## src/rtl/sram_arb_ctrl.sv

```systemverilog
// Two-port round-robin arbiter and one-command-at-a-time sequencer in front of
// a single-port SRAM with registered read data.
module sram_arb_ctrl #(
  parameter int unsigned WIDTH     = 32,
  parameter int unsigned DEPTH     = 8,
  parameter int unsigned DEPTH_LOG = $clog2(DEPTH),
  parameter int unsigned CNT_W     = 16
) (
  input  logic                   clk,
  input  logic                   reset,
  input  logic [1:0]             req_valid,
  output logic [1:0]             req_ready,
  input  logic [1:0]             req_we,
  input  logic [2*DEPTH_LOG-1:0] req_addr,
  input  logic [2*WIDTH-1:0]     req_wdata,
  output logic [1:0]             rsp_valid,
  output logic [WIDTH-1:0]       rsp_rdata,
  output logic                   busy,
  output logic [2*CNT_W-1:0]     done_cnt,
  output logic                   chip_select,
  output logic                   write_enable,
  output logic [DEPTH_LOG-1:0]   address,
  output logic [WIDTH-1:0]       data_in,
  input  logic [WIDTH-1:0]       data_out
);

  typedef enum logic [1:0] {IDLE, ISSUE, RD_WAIT, RD_RESP} state_t;

  state_t               state, state_n;
  logic                 last_grant, last_grant_d;
  logic                 port_q, port_d;
  logic                 we_q, we_lat_d;
  logic [1:0]           hs;
  logic                 sel;
  logic                 cs_d, wen_d;
  logic [DEPTH_LOG-1:0] addr_d;
  logic [WIDTH-1:0]     din_d;
  logic [1:0]           rsp_valid_d;
  logic [WIDTH-1:0]     rdata_d;

  // State register
  always_ff @(posedge clk) begin
    if (reset) state <= IDLE;
    else       state <= state_n;
  end

  // Arbitration: at most one ready bit, only in IDLE; ties go to the port not granted last
  always_comb begin
    req_ready = 2'b00;
    if (state == IDLE && !reset) begin
      case (req_valid)
        2'b01:   req_ready = 2'b01;
        2'b10:   req_ready = 2'b10;
        2'b11:   req_ready = last_grant ? 2'b01 : 2'b10;
        default: req_ready = 2'b00;
      endcase
    end
  end

  assign hs  = req_valid & req_ready;
  assign sel = hs[1];

  // Next-state logic
  always_comb begin
    state_n = state;
    case (state)
      IDLE:    if (|hs) state_n = ISSUE;
      ISSUE:   state_n = we_q ? IDLE : RD_WAIT;
      RD_WAIT: state_n = RD_RESP;
      RD_RESP: state_n = IDLE;
      default: state_n = IDLE;
    endcase
  end

  // Next values of the registered outputs and latched command fields
  always_comb begin
    cs_d         = 1'b0;
    wen_d        = 1'b0;
    addr_d       = address;
    din_d        = data_in;
    rsp_valid_d  = 2'b00;
    rdata_d      = rsp_rdata;
    port_d       = port_q;
    we_lat_d     = we_q;
    last_grant_d = last_grant;
    case (state)
      IDLE: begin
        if (|hs) begin
          port_d       = sel;
          we_lat_d     = sel ? req_we[1] : req_we[0];
          addr_d       = sel ? req_addr[2*DEPTH_LOG-1:DEPTH_LOG] : req_addr[DEPTH_LOG-1:0];
          din_d        = sel ? req_wdata[2*WIDTH-1:WIDTH] : req_wdata[WIDTH-1:0];
          cs_d         = 1'b1;
          wen_d        = we_lat_d;
          last_grant_d = sel;
        end
      end
      ISSUE:   if (we_q) rsp_valid_d[port_q] = 1'b1;
      RD_WAIT: begin
        rdata_d             = data_out;
        rsp_valid_d[port_q] = 1'b1;
      end
      default: ;
    endcase
  end

  // Output and command registers; completion counters saturate
  always_ff @(posedge clk) begin
    if (reset) begin
      chip_select  <= 1'b0;
      write_enable <= 1'b0;
      address      <= '0;
      data_in      <= '0;
      rsp_valid    <= 2'b00;
      rsp_rdata    <= '0;
      busy         <= 1'b0;
      done_cnt     <= '0;
      port_q       <= 1'b0;
      we_q         <= 1'b0;
      last_grant   <= 1'b1;
    end else begin
      chip_select  <= cs_d;
      write_enable <= wen_d;
      address      <= addr_d;
      data_in      <= din_d;
      rsp_valid    <= rsp_valid_d;
      rsp_rdata    <= rdata_d;
      busy         <= (state_n != IDLE);
      port_q       <= port_d;
      we_q         <= we_lat_d;
      last_grant   <= last_grant_d;
      for (int i = 0; i < 2; i++) begin
        if (rsp_valid_d[i] && (done_cnt[i*CNT_W +: CNT_W] != {CNT_W{1'b1}}))
          done_cnt[i*CNT_W +: CNT_W] <= done_cnt[i*CNT_W +: CNT_W] + CNT_W'(1);
      end
    end
  end

endmodule

```

## config.mk

```make
export PLATFORM = sky130hd
export DESIGN_NAME = sram_arb_ctrl
export DESIGN_NICKNAME = d
export VERILOG_FILES = /design/src/rtl/sram_arb_ctrl.sv
export SDC_FILE = /design/constraint.sdc
export NUM_CORES = 1
export LEC_CHECK = 0
export ABC_AREA = 1
export CAP_MARGIN = 20
export CORE_AREA = 5 5 115 117
export DETAILED_ROUTE_END_ITERATION = 10
export DIE_AREA = 0 0 120 122
export PLACE_DENSITY = 0.82
export SETUP_SLACK_MARGIN = 0.02
export SLEW_MARGIN = 20
export SYNTH_ARGS = -nofsm -noshare
export SYNTH_HDL_FRONTEND = slang
export SYNTH_SLANG_ARGS = --single-unit
```

## constraint.sdc

```tcl
create_clock -name clk -period 1.8 [get_ports clk]
set_input_delay 0.36 -clock clk [delete_from_list [all_inputs] [get_ports clk]]
set_output_delay 0.36 -clock clk [all_outputs]
set_load 0.05 [all_outputs]
```

==> impl_metrics.yaml <==
route:
  drcViolationCount: 0
  drt_iter0_drc: 337
  vias_per_cell: 4.78
  dr.pass1.iters: 4
  drtAntennaViolNets: 0
  wl_per_cell_um: 13.5
  via_count: 5296
  finalWirelength_um: 14900
global_route:
  grt_start_max_net_pins: 46
  grt_pass1_wl_um: 23400
  grt_usage: 0.197
  overflow: 0
  first_global_vias: 4848
  antenna_found_initial: 0
yosys:
  syn_area_per_cell_um2: 6.90
  synth_area_um2: 5040
  synthCells: 731
  yosys.cell_types.count: 28
  synth_ff_type: "dfxtp_1"
  synth-edff-count: 0
  syn_nets: 845
  synth_async_sr_flop_share: 0
  yosys_warnings: 0
  ys_ff_latch: 109
  ys_seq_area_frac: 0.433
worst_setup_path:
  worstPathArrival_ns: 1.45
  rr_worst_depth: 12
  cp_max_fo: 3
  cp-start-kind: "flop"
  startpoint: "state[0]"
  endpoint_kind: "primary output"
  rr_endpoint: "done_cnt[23]"
  crit_required_ns: 1.44
  reg2reg_from: "state[0]"
  r2r_slack_ns: 0.16
  critPathKind: "flop to primary output"
timing:
  setup_ws_ns: -0.00507
  slew_headroom: 0.752
  worst_pin_slew_ns: 0.372
  finalHoldViolations: 0
  slew_viol_final: 0
  period_share: 1.00
  fin_crit_ns: 1.81
  rsz0062_at_grt: "true"
  finalSetupViolations: 1
  tns_ns: -0.00507
  hold_ws_ns: 0.501
  skew_ns: 0.00830
  max_freq_mhz: 554
outcome:
  violations: "negative setup slack"
  status: "complete, but fails checks"
layout:
  final_cell_mix: "nand2_1, buf_4, nor2_1"
  area_growth_pct: 51.3
  drive_gt1_frac: 0.199
  fin_area_um2: 7630
  instances_no_fill: 1107
  num-fill-cells: 1140
  fin_util: 0.623
  diodes: 0
  final_common_cell: "nand2_1"
  layout.nets: 1066
floorplan:
  die_h_um: 122
  coreArea_um2: 12300
  ios: 214
  num_rows: 41
  initial_core_util: 0.411
  dieArea_um2: 14600
  die_w_um: 120
cts:
  cts-root-buf: "clkbuf_16"
  cts_buffer_depth: 2
  clkLatencyLatePin_ns: 0.35
  cts_tree: "built"
  cts_htree_levels: 3
  cts_sinks: 109
  clk_pin_slew_ns: 0.08
  numCtsBuffers: 9
flow_run:
  maxCapViolations: 0
place:
  dp_slack_ns: -0.0712
  postPlaceCellArea_um2: 7200
  placedCellCount: 1082
  port_buffers: 213
  gp_congestion: 0.850
  dp_hpwl_um: 10900
pwr:
  total_power_mw: 8.48
  powerDensity_nw_per_um2: 1110
  p_leak_nw: 3.46
  vdd_drop_max_uv: 710
min_path:
  hold_path_depth: 2
  hold_class: "flop to flop"
  hp-start: "data_in[21]"
  min_to: "data_in[21]"
synth_stat cells (6+ instances only):
cell	n	area (µm²)
a21oi_1	25	125
buf_2	14	70.1
clkbuf_1	17	63.8
dfxtp_1	109	2180
ha_1	6	75.1
inv_1	66	248
nand2_1	200	751
nand3_1	52	260
nand4_1	9	56.3
nor2_1	112	420
o211ai_1	36	270
o21ai_0	46	230
xnor2_1	7	61.3
worst max-delay path: stages, from the launching register on:
cell and delay, ns:
dfxtp_2 0.33, inv_2 0.07, ha_4 0.14, inv_2 0.04, nor2_4 0.12, nand2_2 0.08
a21oi_4 0.16, buf_12 0.16
layer usage:
metal | up-vias | GRT usage | wire, µm | share of wire
li1 | 2777 | - | - | -
met2 | 149 | 0.341 | 7310 | 0.49
met4 | 0 | 0.0802 | 363 | 0.024
met1 | 2342 | 0.222 | 6030 | 0.40
met5 | - | 0 | 0 | 0
met3 | 28 | 0.0664 | 1190 | 0.080
cell type report:
type                       count  area [µm²]  share of cell area
clock buffer                   9         225              0.0295
clock inverter                 7        63.8             0.00836
inverter                      72         273              0.0357
multi-input combinational    515        2490               0.326
sequential                   109        2190               0.287
tap                          150         188              0.0246
timing repair buffer         245        2210               0.289
state kept, by name (all words and copies together) (netlist names):
register and cells:
busy 1, state 2, done_cnt 32, port_q 1
rsp_valid 2, address 3, last_grant 1, data_in 32
write_enable 1, we_q 1, rsp_rdata 32, chip_select 1
power breakdown:
part	switching [mW]	internal (mW)
clock	0.988	0.978
combinational	2.27	1.23
sequential	0.216	2.80
total	3.48	5.01
worst max-delay path by stage:
stage,to,slack [ns],cells past startpoint
floorplan,done_cnt[31],0.07,9
global placement,data_in[23],-0.03,8
detailed placement,data_in[15],-0.07,8
CTS,req_ready[0],-0.04,7
global route,req_ready[0],-0.1,7
finish,req_ready[0],-0.005,7
what timing repair did:
action	in CTS	in global routing
hold buffers	0	0
gates resized for setup	10	8
pin swaps	3	6
setup endpoints to repair	2	31
cloned	0	1
setup buffers	5	3
cell families (layout without fill, tap and decap cells):
| logic type | count (synthesis) | count (layout) | synth area share |
|---|---|---|---|
| XOR/XNOR | 12 | 12 | 0.0208 |
| buffers and inverters | 108 | 333 | 0.0878 |
| AND/OR/NAND/NOR | 384 | 385 | 0.312 |
| AO/OA/AOI/OAI | 112 | 112 | 0.132 |
| adder cells (fa/ha/maj) | 6 | 6 | 0.0149 |
| flip-flops | 109 | 109 | 0.433 |
(Power assumes the default switching activity.)
